### src/rtl/bus_reader_pkg.sv
// Shared bus package: default bus width and capture FIFO depth used by the
// tri-state bus buffer and by bus_reader.
package bus_reader_pkg;

  localparam int BUS_WIDTH  = 8;
  localparam int FIFO_DEPTH = 4;

endpackage

### src/rtl/bus_reader_sync_fifo.sv
// sync_fifo: single-clock FIFO holding the storage array and read/write pointers.
// Ports:
//   clk, rst       clock, asynchronous active-high reset
//   push/push_data write request and data
//   pop_req        read request; ignored while empty
//   head           oldest entry (don't-care while valid is low)
//   valid          FIFO non-empty
//   count          occupancy 0..DEPTH
//   full           count equals DEPTH
//   overflow       push this cycle is being dropped (full with no pop)
module sync_fifo #(
  parameter int WIDTH = 8,
  parameter int DEPTH = 4
) (
  input  logic                     clk,
  input  logic                     rst,
  input  logic                     push,
  input  logic [WIDTH-1:0]         push_data,
  input  logic                     pop_req,
  output logic [WIDTH-1:0]         head,
  output logic                     valid,
  output logic [$clog2(DEPTH):0]   count,
  output logic                     full,
  output logic                     overflow
);

  localparam int PW = $clog2(DEPTH);
  localparam int CW = PW + 1;
  localparam logic [CW-1:0] FULL_COUNT = CW'(DEPTH);

  logic [WIDTH-1:0] mem [DEPTH];
  logic [PW-1:0]    rd_ptr;
  logic [PW-1:0]    wr_ptr;
  logic [CW-1:0]    occ;
  logic             do_pop;
  logic             do_push;

  // A push into a full FIFO still succeeds when a pop frees a slot in the
  // same cycle.
  always_comb begin
    do_pop   = pop_req && (occ != '0);
    do_push  = push && ((occ != FULL_COUNT) || do_pop);
    overflow = push && (occ == FULL_COUNT) && !do_pop;
  end

  // DEPTH is a power of two, so pointers wrap by natural overflow.
  always_ff @(posedge clk or posedge rst) begin
    if (rst) begin
      rd_ptr <= '0;
      wr_ptr <= '0;
      occ    <= '0;
    end else begin
      if (do_push) wr_ptr <= wr_ptr + 1'b1;
      if (do_pop)  rd_ptr <= rd_ptr + 1'b1;
      case ({do_push, do_pop})
        2'b10:   occ <= occ + 1'b1;
        2'b01:   occ <= occ - 1'b1;
        default: occ <= occ;
      endcase
    end
  end

  // Storage is not reset; the pointers alone define what is valid.
  always_ff @(posedge clk) begin
    if (do_push) mem[wr_ptr] <= push_data;
  end

  assign head  = mem[rd_ptr];
  assign valid = (occ != '0);
  assign full  = (occ == FULL_COUNT);
  assign count = occ;

endmodule

### src/rtl/bus_reader.sv
// bus_reader: captures values from a shared tri-state bus into a FIFO.
// Ports:
//   clk, rst              clock, asynchronous active-high reset
//   bus, bus_en           shared bus value and its driven/valid flag
//   ld                    capture request for this cycle
//   out_data, out_valid   FIFO head and non-empty flag
//   out_ready             consumer accepts out_data this cycle
//   count, full           occupancy and full flag
//   err_float             sticky: ld while bus not driven
//   err_ovf               sticky: capture dropped because FIFO full
//   clr_err               synchronous clear of both sticky flags (set wins)
module bus_reader
  import bus_reader_pkg::*;
#(
  parameter int WIDTH = BUS_WIDTH,
  parameter int DEPTH = FIFO_DEPTH
) (
  input  logic                   clk,
  input  logic                   rst,
  input  logic [WIDTH-1:0]       bus,
  input  logic                   bus_en,
  input  logic                   ld,
  output logic [WIDTH-1:0]       out_data,
  output logic                   out_valid,
  input  logic                   out_ready,
  output logic [$clog2(DEPTH):0] count,
  output logic                   full,
  output logic                   err_float,
  output logic                   err_ovf,
  input  logic                   clr_err
);

  logic capture;
  logic float_evt;
  logic overflow;

  always_comb begin
    capture   = ld && bus_en;
    float_evt = ld && !bus_en;
  end

  sync_fifo #(
    .WIDTH (WIDTH),
    .DEPTH (DEPTH)
  ) u_fifo (
    .clk       (clk),
    .rst       (rst),
    .push      (capture),
    .push_data (bus),
    .pop_req   (out_ready),
    .head      (out_data),
    .valid     (out_valid),
    .count     (count),
    .full      (full),
    .overflow  (overflow)
  );

  // A new error event in the same cycle as clr_err keeps the flag set.
  always_ff @(posedge clk or posedge rst) begin
    if (rst) begin
      err_float <= 1'b0;
      err_ovf   <= 1'b0;
    end else begin
      err_float <= float_evt || (err_float && !clr_err);
      err_ovf   <= overflow  || (err_ovf   && !clr_err);
    end
  end

endmodule

### config.mk
export PLATFORM = sky130hd
export DESIGN_NAME = bus_reader
export DESIGN_NICKNAME = d
export VERILOG_FILES = /design/src/rtl/bus_reader_pkg.sv /design/src/rtl/bus_reader_sync_fifo.sv /design/src/rtl/bus_reader.sv
export SDC_FILE = /design/constraint.sdc
export NUM_CORES = 1
export LEC_CHECK = 0
export BUFFER_PORTS_ARGS = -buffer_cell sky130_fd_sc_hd__buf_2
export CELL_PAD_IN_SITES_DETAIL_PLACEMENT = 0
export CELL_PAD_IN_SITES_GLOBAL_PLACEMENT = 1
export CORE_ASPECT_RATIO = 1.4
export CORE_UTILIZATION = 45
export DETAILED_ROUTE_END_ITERATION = 10
export HOLD_SLACK_MARGIN = 0.03
export PLACE_DENSITY_LB_ADDON = 0.1
export SYNTH_ARGS = -nofsm -noshare
export SYNTH_HDL_FRONTEND = slang
export SYNTH_SLANG_ARGS = --single-unit
export TNS_END_PERCENT = 10
### constraint.sdc
create_clock -name clk -period 4.8 [get_ports clk]
set_clock_uncertainty 0.05 [all_clocks]
set_input_delay 0.24 -clock clk [delete_from_list [all_inputs] [get_ports clk]]
set_output_delay 0.24 -clock clk [all_outputs]
set_load 0.02 [all_outputs]
After elaboration in Yosys (flattened, before gate mapping)

Memories as Yosys holds them, arrays and structs flattened.
Cells that the tools add are included.
Widths: inputs -> output; s select.

Register bits after elaboration: 9
Memory bits (writable): 32
Input port bits: 14
Output and inout port bits: 15
Logic and storage cells: 33
Memories: 1

Add/subtract/negate cells: 4
Equality and inequality tests: 4
Muxes and demuxes: 3
Reduce and logical (&&, ||, !) cells: 16

Memories:

| memory     | words | bits a word | read ports | clocked after Yosys merged registers in | wr ports | line                       | text |
|---|---|---|---|---|---|---|---|
| u_fifo.mem | 4     | 8           | 1          | 0                                       | 1        | bus_reader_sync_fifo.sv:31 | `logic [WIDTH-1:0] mem [DEPTH];` |

Operator list:

| kind                | count |
|---|---|
| $logic_and 1x1->1   | 8 |
| $pmux 3 s2          | 1 |
| $add 2x1->2 const B | 2 |
| $add 3x1->3 const B | 1 |
| $eq 3x3->1 const B  | 1 |
| $logic_not 1->1     | 3 |
| $logic_or 1x1->1    | 3 |
| $ne 3x3->1 const B  | 1 |
| $reduce_bool 3->1   | 1 |
| $sub 3x1->3 const B | 1 |
| $eq 2x1->1 const B  | 1 |
| $eq 2x2->1 const B  | 1 |
| $mux 1              | 2 |
| $reduce_bool 2->1   | 1 |

Logic depth before layout (Yosys ltp)

Gate-level depths: netlist (run 1).

Depth in word-level cells: 6
Gate-level depth with buffers: 9
Mapped depth without buffers: 9

Modules after synthesis

A second synthesis (run 1) with hierarchy kept.

Cell total of the unflattened synthesis: 90
Area, all modules: 1689.1 µm²

Modules (own cells, without submodules):

| module     | instances | cells each | area each (µm²) | seq. area each (µm²) |
|---|---|---|---|---|
| sync_fifo  | 1         | 82         | 1604.0          | 1136.1 |
| bus_reader | 1         | 8          | 85.1            | 50.0 |

Least setup slack after synthesis (run 1)

Ideal clock, no wire load.

Kind: register -> register
From: reg u_fifo.occ[0] (netlist: u_fifo.count[0])
To: reg u_fifo.occ[2] (netlist: u_fifo.count[2])
Setup time: 0.080 ns
Data arrival time: 2.204 ns
Required time: 4.670 ns
Slack: 2.466 ns
Cell stages (with the launch flop): 10
Path buffers: 0
Period minus slack after synthesis: 2.334 ns
Cells stage by stage: dfrtp_1 or4b_1 nor2b_4 inv_1 ha_1 inv_1 fa_1 xor2_1 nor2_1 xor2_1

Word-level cells in the longest chain between the ends: 6
Elaborated cells between the ends (all ways): 11
Classes of those cells: 2 x add/sub; 3 x eq/ne; 1 x mux; 5 x reduce/logical

Ends and longest elaborated chain:

| element                                                | line                       | text |
|---|---|---|
| from (decl)                                            | bus_reader_sync_fifo.sv:34 | `logic [CW-1:0] occ;` |
| from (signal assigned)                                 | bus_reader_sync_fifo.sv:56 | `2'b10: occ <= occ + 1'b1;` |
| from (signal assigned)                                 | bus_reader_sync_fifo.sv:57 | `2'b01: occ <= occ - 1'b1;` |
| $reduce_bool 3->1                                      | bus_reader_sync_fifo.sv:41 | `do_pop = pop_req && (occ != '0);` |
| $logic_and 1x1->1                                      | bus_reader_sync_fifo.sv:41 |  |
| $logic_or 1x1->1                                       | bus_reader_sync_fifo.sv:42 | `do_push = push && ((occ != FULL_COUNT) \|\| do_pop);` |
| $logic_and 1x1->1                                      | bus_reader_sync_fifo.sv:42 |  |
| $eq 2x1->1 / $eq 2x2->1 (equally long branches)        | bus_reader_sync_fifo.sv:55 | `case ({do_push, do_pop})` |
| $pmux 3 s2 / $reduce_bool 2->1 (equally long branches) | n/a                        |  |

Parallel ways exist; a longest one is shown, timed or not.
A chain may end at the register's enable or synchronous reset.

Worst setup path in the final report (run 1)

Same ends and word-level chain as after synthesis.

==> metrics.txt, run 1 <==
period utilization 49.7%; fraction of layout cells with a size suffix above 1 41.6%; Switching Fraction 31.4%; Avg Cell Area, Syn 18.6 um2; # hold bufs at CTS 1; Worst EP required 4960 ps; unique cell type count in the Yosys netlist 21; Inserted Diodes 0; Initial DRC Count 12; RSZ-0062 raised after global routing false; Final GP Congestion 0.712; clk_lat worst skew 290 ps; max cap viols 0; cell chain of the critical path or4b_1, nor2b_4, inv_1, ha_1, inv_1, fa_1, xor2_1, nor2_1, xor2_1; final global-route overflow total 0; count of state elements after synthesis 41; largest net degree at the start of global routing 14; Syn Std Cell Area 1670 um2; clk sinks 41; Die H 74.1 um; Syn Nets 110; Sw Pwr 377 uW; clock-pin slew on the worst setup and hold paths 80 ps; VDD IR max 0.380 mV; reg2reg setup slack 2410 ps; reg2reg path depth 9; Tightest Pin Transition 592 ps; number of global-route vias before repair 858; Initial Utilization 48.2%; FF-to-FF Start u_fifo.count[0]$_DFFE_PP0P_; Worst Path Max Fanout 7; worst setup margin 2410 ps; pre-CTS setup slack 2410 ps; initial antenna violation count 0; Final ANT Viol Nets 0; Final min period 2390 ps; Seq pwr share 43.2%; routed length per instance 16.0 um; yosys warns 0; H-tree Lvls 2; IO buf count 28; Die X 53.5 um; top cells by area, synth edfxtp_1 (57%), dfrtp_1 (13%), mux4_2 (11%), ha_1 (3.7%), inv_1 (2.2%); crit-path max cell delay 580 ps; register area share after synthesis 70.9%; Leak 0.798 nW; area growth from synthesis to layout 19.4%; Post-CTS Setup Repair Bufs 0; Pwr Density 602 nW/um2; fmax 419 MHz; clock share of power 26.8%; Setup crit end kind register; Worst path slowest cell or4b_1; final setup fails 0; Post-Synthesis Cells 90; TritonRoute pass-1 iters 2; leading area contributor after synthesis edfxtp_1; CTS root buffer clkbuf_8; outcome complete, no violations; WL final 2630 um; Slew Viols, Final 0; endpoints failing hold 0; reg2reg end u_fifo.count[2]$_DFFE_PP0P_; Top-Level Pins 29; final setup TNS 0 ps; Worst EP arrival 2550 ps; Hold Crit Depth 2; Crit path max-delay family simple AND/OR/NAND/NOR gates; vias per cell 5.20; Rows 25; Nets 144; hold worst-path end err_float$_DFF_PP0_; Int Pwr 826 uW; Logic pwr share 30.0%; Slew HR 60.5%; Hold Path Class in2reg; # DRC 0; first-pass GRT wire length 4180 um; vias 858; Critical Path Start Type register; area fraction of the dominant cell type after synthesis 57.4%; GR Util All Layers 15.8%; core area 3470 um2; CTS tree built; hold_sp bus_en; CTS max path bufs 2; Gates resized, CTS repair 0; DP HPWL 1810 um; TritonCTS Buffers 5; CP Class reg2reg; Worst Path Buf+Inv 2; die area 3970 um2
-- logic make-up (layout without fill, tap and decap cells) --
group | Yosys count | count (layout) | synth area share [%]
adder cells (fa/ha/maj) | 6 | 6 | 4.94
multiplexers | 9 | 9 | 11.7
AND/OR/NAND/NOR | 12 | 12 | 4.94
buffers and inverters | 12 | 47 | 2.77
XOR/XNOR | 6 | 6 | 3.14
AO/OA/AOI/OAI | 4 | 4 | 1.65
flip-flops | 41 | 41 | 70.9
-- sequential cells by signal, summed over array words and instances, names as in the netlist --
| register | count |
|---|---|
| u_fifo.wr_ptr | 2 |
| u_fifo.count | 3 |
| u_fifo.mem | 32 |
| u_fifo.rd_ptr | 2 |
| err_float | 1 |
| err_ovf | 1 |
-- per-stage QoR --
stage | utilization [%] | area [um2] | instances | hold WS, ps | power (mW)
after floorplan | - | 1670 | 90 | 17.9 | 0.783
after global placement | 53.4 | 1850 | 156 | 183 | 0.892
after detailed placement | 53.4 | 1850 | 156 | 184 | 0.898
after CTS | 57.5 | 2000 | 165 | 87.5 | 1.22
after global routing | 57.5 | 2000 | 165 | 89.8 | 1.28
final | 57.5 | 2000 | 165 | 92.3 | 1.20
-- layout make-up --
class                   count  area (um2)
fillers                   279        1470
flip-flops and latches     41        1190
multi-input cells          37         440
repair buffers             29         150
clock buffers               5        68.8
clock inverters             3        65.1
well taps                  40        50.0
inverters                  10        37.5
-- worst max-delay path by stage --
| stage | start | to | depth (start not counted) |
|---|---|---|---|
| after CTS | u_fifo.count[0]$_DFFE_PP0P_ | u_fifo.count[2]$_DFFE_PP0P_ | 9 |
| after global placement | u_fifo.count[0]$_DFFE_PP0P_ | u_fifo.count[2]$_DFFE_PP0P_ | 9 |
| after floorplan | u_fifo.count[0]$_DFFE_PP0P_ | u_fifo.count[2]$_DFFE_PP0P_ | 9 |
| final | u_fifo.count[0]$_DFFE_PP0P_ | u_fifo.count[2]$_DFFE_PP0P_ | 9 |
| after detailed placement | u_fifo.count[0]$_DFFE_PP0P_ | u_fifo.count[2]$_DFFE_PP0P_ | 9 |
| after global routing | u_fifo.count[0]$_DFFE_PP0P_ | u_fifo.count[2]$_DFFE_PP0P_ | 9 |
-- synthesized netlist by cell type (all sizes together) --
library cell   n
o31a           1
xnor2          3
mux4           8
xor2           3
fa             1
mux2           1
and2           4
edfxtp        32
buf            2
nor2           1
or3            1
or4b           1
inv           10
and3           1
ha             5
nand2          3
dfrtp          9
nor2b          1
o22ai          2
o21ai          1
-- power by group through the flow --
stage | clock network, mW | registers, mW | logic, mW
after global placement | 0 | 0.528 | 0.364
after floorplan | 0 | 0.500 | 0.283
after global routing | 0.344 | 0.532 | 0.401
after detailed placement | 0 | 0.531 | 0.367
final | 0.323 | 0.519 | 0.361
after CTS | 0.328 | 0.524 | 0.370
-- layer usage --
metal	vias to the layer above	track usage, %	part of all wire [%]
met5	-	0	0
met4	0	9.65	2.1
met3	5	3.68	4.5
met2	28	24.4	53
met1	426	19.8	40
li1	399	-	-
-- cell usage in the layout, fill, tap and decap left out --
cell type,instances
ha_1,5
fa_1,1
mux4_2,8
or4b_1,1
nand2_1,3
and2_2,4
bufinv_16,2
and3_1,1
clkbuf_8,5
o22ai_1,2
mux2_4,1
or3_2,1
buf_2,28
dfrtp_1,9
edfxtp_1,32
xor2_1,3
o21ai_0,1
xnor2_1,3
dlygate4sd3_1,1
inv_1,10
nor2_1,1
clkinv_2,1
nor2b_4,1
o31a_2,1
Power figures use the tool's default switching activity.
==> run 2: changes to the inputs <==
clock period = 2.3 ns   (was 4.8 ns; I/O delays follow)
==> metrics.txt, run 2 (same netlist as run 1, synthesis figures left out) <==
Rows 25; final setup TNS 0 ps; final global-route overflow total 0; endpoints failing hold 0; Initial DRC Count 20; CP Class reg2reg; fmax 455 MHz; Worst EP required 2460 ps; DP HPWL 1940 um; Hold Path Class in2reg; core area 3470 um2; Hold Crit Depth 3; fraction of layout cells with a size suffix above 1 41.8%; grt peak-use layer met2; H-tree Lvls 2; TritonRoute pass-1 iters 4; final core utilization 61.3%; vias 901; CTS root buffer clkbuf_8; Nets 160; routed length per instance 15.3 um; reg2reg end u_fifo.count[2]$_DFFE_PP0P_; Setup crit end kind register; VDD IR max 0.704 mV; Leak 0.853 nW; max cap viols 0; hold_sp out_ready; crit-path max cell delay 510 ps; first-pass GRT wire length 4450 um; CTS tree built; Slew HR 60.0%; Slew Viols, Final 0; Logic pwr share 34.8%; initial antenna violation count 0; number of global-route vias before repair 929; period utilization 95.5%; Seq pwr share 43.2%; Int Pwr 1.67 mW; Critical Path Start Type register; die area 3970 um2; GR Util All Layers 16.9%; Worst path slowest cell or4b_4; IO buf count 28; Final ANT Viol Nets 0; hold worst-path end err_ovf$_DFF_PP0_; # DRC 0; Sw Pwr 780 uW; dpl cell area 1890 um2; clk sinks 41; clk_lat worst skew 280 ps; Largest register FFs 32; final hold slack 112 ps; largest net degree at the start of global routing 13; cell chain of the critical path or4b_4, nor2b_4, inv_1, ha_2, inv_1, fa_2, xor2_1, nor2_1, xor2_1; reg2reg path depth 9; commonest non-fill, non-tap cell in the layout edfxtp_1; met3 Usage GRT 5.11%; Final min period 2200 ps; Die X 53.5 um; FF-to-FF Start u_fifo.count[0]$_DFFE_PP0P_; Inserted Diodes 0; clock-pin slew on the worst setup and hold paths 70 ps; Finished Cell Area 2130 um2; Switching Fraction 31.8%; WL final 2760 um; Reg with most FFs u_fifo.mem; Initial Utilization 48.2%; Final GP Congestion 0.679; Tightest Pin Transition 599 ps; Worst EP arrival 2350 ps; TritonCTS Buffers 5; final setup fails 0; Worst Path Max Fanout 2; Die H 74.1 um; reg2reg setup slack 100 ps; clock share of power 22.0%; global-route met1 utilization 19.8%; CTS max path bufs 2; outcome complete, no violations; area growth from synthesis to layout 27.2%; fillers 263; Top-Level Pins 29; most frequent cells in the layout edfxtp_1 (32), buf_2 (28), dlygate4sd3_1 (12), inv_1 (10); GR Util met2 28.7%; Pwr Density 1150 nW/um2; vias per cell 4.98
-- run 2: metal layers --
metal | share of wire [%] | wire (um) | vias to the layer above
li1 | - | - | 429
met1 | 38 | 1040 | 440
met2 | 57 | 1570 | 25
met3 | 4.2 | 115 | 7
met4 | 1.4 | 38 | 0
met5 | 0 | 0 | -
-- run 2: worst max-delay path by stage --
| stage | slack [ps] | cells after the start | endpoint | start |
|---|---|---|---|---|
| 6_report | 100 | 9 | u_fifo.count[2]$_DFFE_PP0P_ | u_fifo.count[0]$_DFFE_PP0P_ |
| 5_1_grt | -4 | 9 | u_fifo.count[2]$_DFFE_PP0P_ | u_fifo.count[0]$_DFFE_PP0P_ |
| 4_1_cts | 30 | 9 | u_fifo.count[2]$_DFFE_PP0P_ | u_fifo.count[0]$_DFFE_PP0P_ |
| 3_5_place_dp | 40 | 9 | u_fifo.count[2]$_DFFE_PP0P_ | u_fifo.count[0]$_DFFE_PP0P_ |
| 3_3_place_gp | 100 | 9 | u_fifo.count[2]$_DFFE_PP0P_ | u_fifo.count[0]$_DFFE_PP0P_ |
| 2_1_floorplan | 10 | 9 | u_fifo.count[2]$_DFFE_PP0P_ | u_fifo.count[0]$_DFFE_PP0P_ |
-- run 2: power by group through the flow --
stage | clock, mW | combinational, mW | sequential, mW
2_1_floorplan | 0 | 0.592 | 1.05
3_3_place_gp | 0 | 0.818 | 1.07
3_5_place_dp | 0 | 0.832 | 1.08
4_1_cts | 0.560 | 0.852 | 1.07
5_1_grt | 0.589 | 0.951 | 1.08
6_report | 0.540 | 0.854 | 1.06
-- run 2: final cells by class --
| cell class | count | area, um2 | share of cell area, % |
|---|---|---|---|
| multi-input cells | 37 | 449 | 21.1 |
| well taps | 40 | 50.0 | 2.35 |
| flip-flops and latches | 41 | 1190 | 55.8 |
| clock inverters | 2 | 33.8 | 1.59 |
| clock buffers | 6 | 72.6 | 3.41 |
| inverters | 10 | 37.5 | 1.76 |
| repair buffers | 45 | 298 | 14.0 |
-- run 2: through the flow --
stage                     cells  power [mW]  setup WS (ps)
after floorplan              90        1.64           14.1
after global placement      160        1.89           95.1
after detailed placement    160        1.91           38.3
after CTS                   180        2.48           25.1
after global routing        181        2.62          -3.68
final                       181        2.45            102
-- run 2: critical path: cells and delay by family, from the launching register on --
| kind | cells | cell delay (ps) |
|---|---|---|
| buf+inv | 2 | 100 |
| fa+ha+maj | 2 | 500 |
| flops | 1 | 400 |
| xor+xnor | 2 | 290 |
| simple gates | 3 | 770 |
-- run 2: what timing repair did --
| action | CTS | global route |
|---|---|---|
| hold buffers | 12 | 0 |
| gates resized for setup | 0 | 3 |
| buffers inserted | 0 | 1 |
| setup endpoints to repair | 0 | 1 |
| hold endpoints to repair | 43 | 0 |
==> run 3: changes to the inputs <==
RECOVER_POWER = 25   (was unset)
==> metrics.txt, run 3 (same netlist as run 1, synthesis figures left out) <==
area growth from synthesis to layout 26.9%; Worst EP arrival 2350 ps; fraction of layout cells with a size suffix above 1 39.0%; # DRC 0; WL met1 1040 um; Die X 53.5 um; number of global-route vias before repair 929; Final ANT Viol Nets 0; Die H 74.1 um; hold_sp out_ready; fmax 455 MHz; Tightest Pin Transition 595 ps; cell chain of the critical path or4b_4, nor2b_4, inv_1, ha_2, inv_1, fa_2, xor2_1, nor2_1, xor2_1; Final GP Congestion 0.679; outcome complete, no violations; first-pass GRT wire length 4450 um; Crit path max-delay family simple AND/OR/NAND/NOR gates; Setup crit end kind register; met2 WL 1570 um; storage element area 1190 um2; VDD IR max 0.704 mV; WL met3 116 um; endpoints failing hold 0; vias 906; period utilization 95.5%; die area 3970 um2; core area 3470 um2; Final Power 2.45 mW; clk_lat worst skew 280 ps; DP HPWL 1940 um; GR Util All Layers 16.9%; Reg with most FFs u_fifo.mem; Pwr Density 1160 nW/um2; Initial Utilization 48.2%; Final min period 2200 ps; Worst path slowest cell or4b_4; reg2reg end u_fifo.count[2]$_DFFE_PP0P_; WL final 2760 um; fillers 265; Initial DRC Count 24; Sw Pwr 780 uW; Multi-input gate area 449 um2; largest net degree at the start of global routing 13; IO buf count 28; Int Pwr 1.67 mW; reg2reg path depth 9; Largest register FFs 32; CTS max path bufs 2; Switching Fraction 31.8%; Worst EP required 2460 ps; Rows 25; Seq pwr share 43.2%; vias per cell 5.01; Top Metal Used met4; routed length per instance 15.3 um; final setup fails 0; TritonRoute pass-1 iters 3; commonest non-fill, non-tap cell in the layout edfxtp_1; Slew Viols, Final 0; Slew HR 60.4%; H-tree Lvls 2; Hold Crit Depth 3; clk sinks 41; Hold Path Class in2reg; Worst Path Buf+Inv 2; Logic pwr share 34.8%; final global-route overflow total 0; Leak 0.842 nW; CTS tree built; Nets 160; Top-Level Pins 29; reg2reg setup slack 100 ps; Worst Path Max Fanout 2; Critical Path Start Type register; Inserted Diodes 0; clock-pin slew on the worst setup and hold paths 70 ps; crit-path max cell delay 510 ps; initial antenna violation count 0; CTS root buffer clkbuf_8; final core utilization 61.2%; final hold slack 112 ps; FF-to-FF Start u_fifo.count[0]$_DFFE_PP0P_; hold worst-path end err_ovf$_DFF_PP0_; CP Class reg2reg; most frequent cells in the layout edfxtp_1 (32), buf_2 (24), dlygate4sd3_1 (12), inv_1 (10); TritonCTS Buffers 5; max cap viols 0; clock share of power 22.0%
## run 3: changes by cell type in the layout (fill, tap and decap cells not counted), sizes merged
cell    before  now
buf         33   29
clkbuf       6   10
## run 3: area by class of cell
cell class	instances	share of cell area (%)
clock inverters	2	1.59
clock buffers	6	3.42
flip-flops and latches	41	55.9
inverters	10	1.77
well taps	40	2.36
repair buffers	45	13.8
multi-input cells	37	21.2
## run 3: worst min-delay path: cells and delay by family
kind,cells,cell delay [ps]
AND/OR/NAND/NOR,1,120
AO/OA/AOI/OAI,1,70
buffers and inverters,1,90
## run 3: how the worst max path moves through the flow
stage	startpoint	end	slack [ps]	depth (start not counted)
2_1_floorplan	u_fifo.count[0]$_DFFE_PP0P_	u_fifo.count[2]$_DFFE_PP0P_	10	9
3_3_place_gp	u_fifo.count[0]$_DFFE_PP0P_	u_fifo.count[2]$_DFFE_PP0P_	100	9
3_5_place_dp	u_fifo.count[0]$_DFFE_PP0P_	u_fifo.count[2]$_DFFE_PP0P_	40	9
4_1_cts	u_fifo.count[0]$_DFFE_PP0P_	u_fifo.count[2]$_DFFE_PP0P_	30	9
5_1_grt	u_fifo.count[0]$_DFFE_PP0P_	u_fifo.count[2]$_DFFE_PP0P_	-4	9
6_report	u_fifo.count[0]$_DFFE_PP0P_	u_fifo.count[2]$_DFFE_PP0P_	100	9
## run 3: metal layers
| metal | up-vias | global-route usage [%] |
|---|---|---|
| met5 | - | 0 |
| met4 | 0 | 6.14 |
| met3 | 7 | 5.11 |
| met2 | 27 | 28.7 |
| met1 | 442 | 19.8 |
| li1 | 430 | - |
## run 3: what timing repair did
item | 4_1_cts | 5_1_grt
hold buffers | 12 | 0
setup endpoints to repair | 0 | 1
setup buffers | 0 | 1
endpoints found under the hold margin | 43 | 0
gates resized for setup | 0 | 3
## run 3: power by group through the flow
stage                     Sequential [mW]  Combinational (mW)  Clock (mW)
final                                1.06               0.853       0.540
after global routing                 1.08               0.950       0.589
after CTS                            1.07               0.852       0.560
after detailed placement             1.08               0.832           0
after global placement               1.07               0.818           0
after floorplan                      1.05               0.592           0
## run 3: per-stage QoR
stage                     TNS, ps  instances  area [um2]  worst slack, ps
after detailed placement        0        160        1890             38.3
final                           0        181        2120              102
after global placement          0        160        1890             95.1
after floorplan                 0         90        1670             14.1
after CTS                       0        180        2110             25.1
after global routing        -3.68        181        2120            -3.68
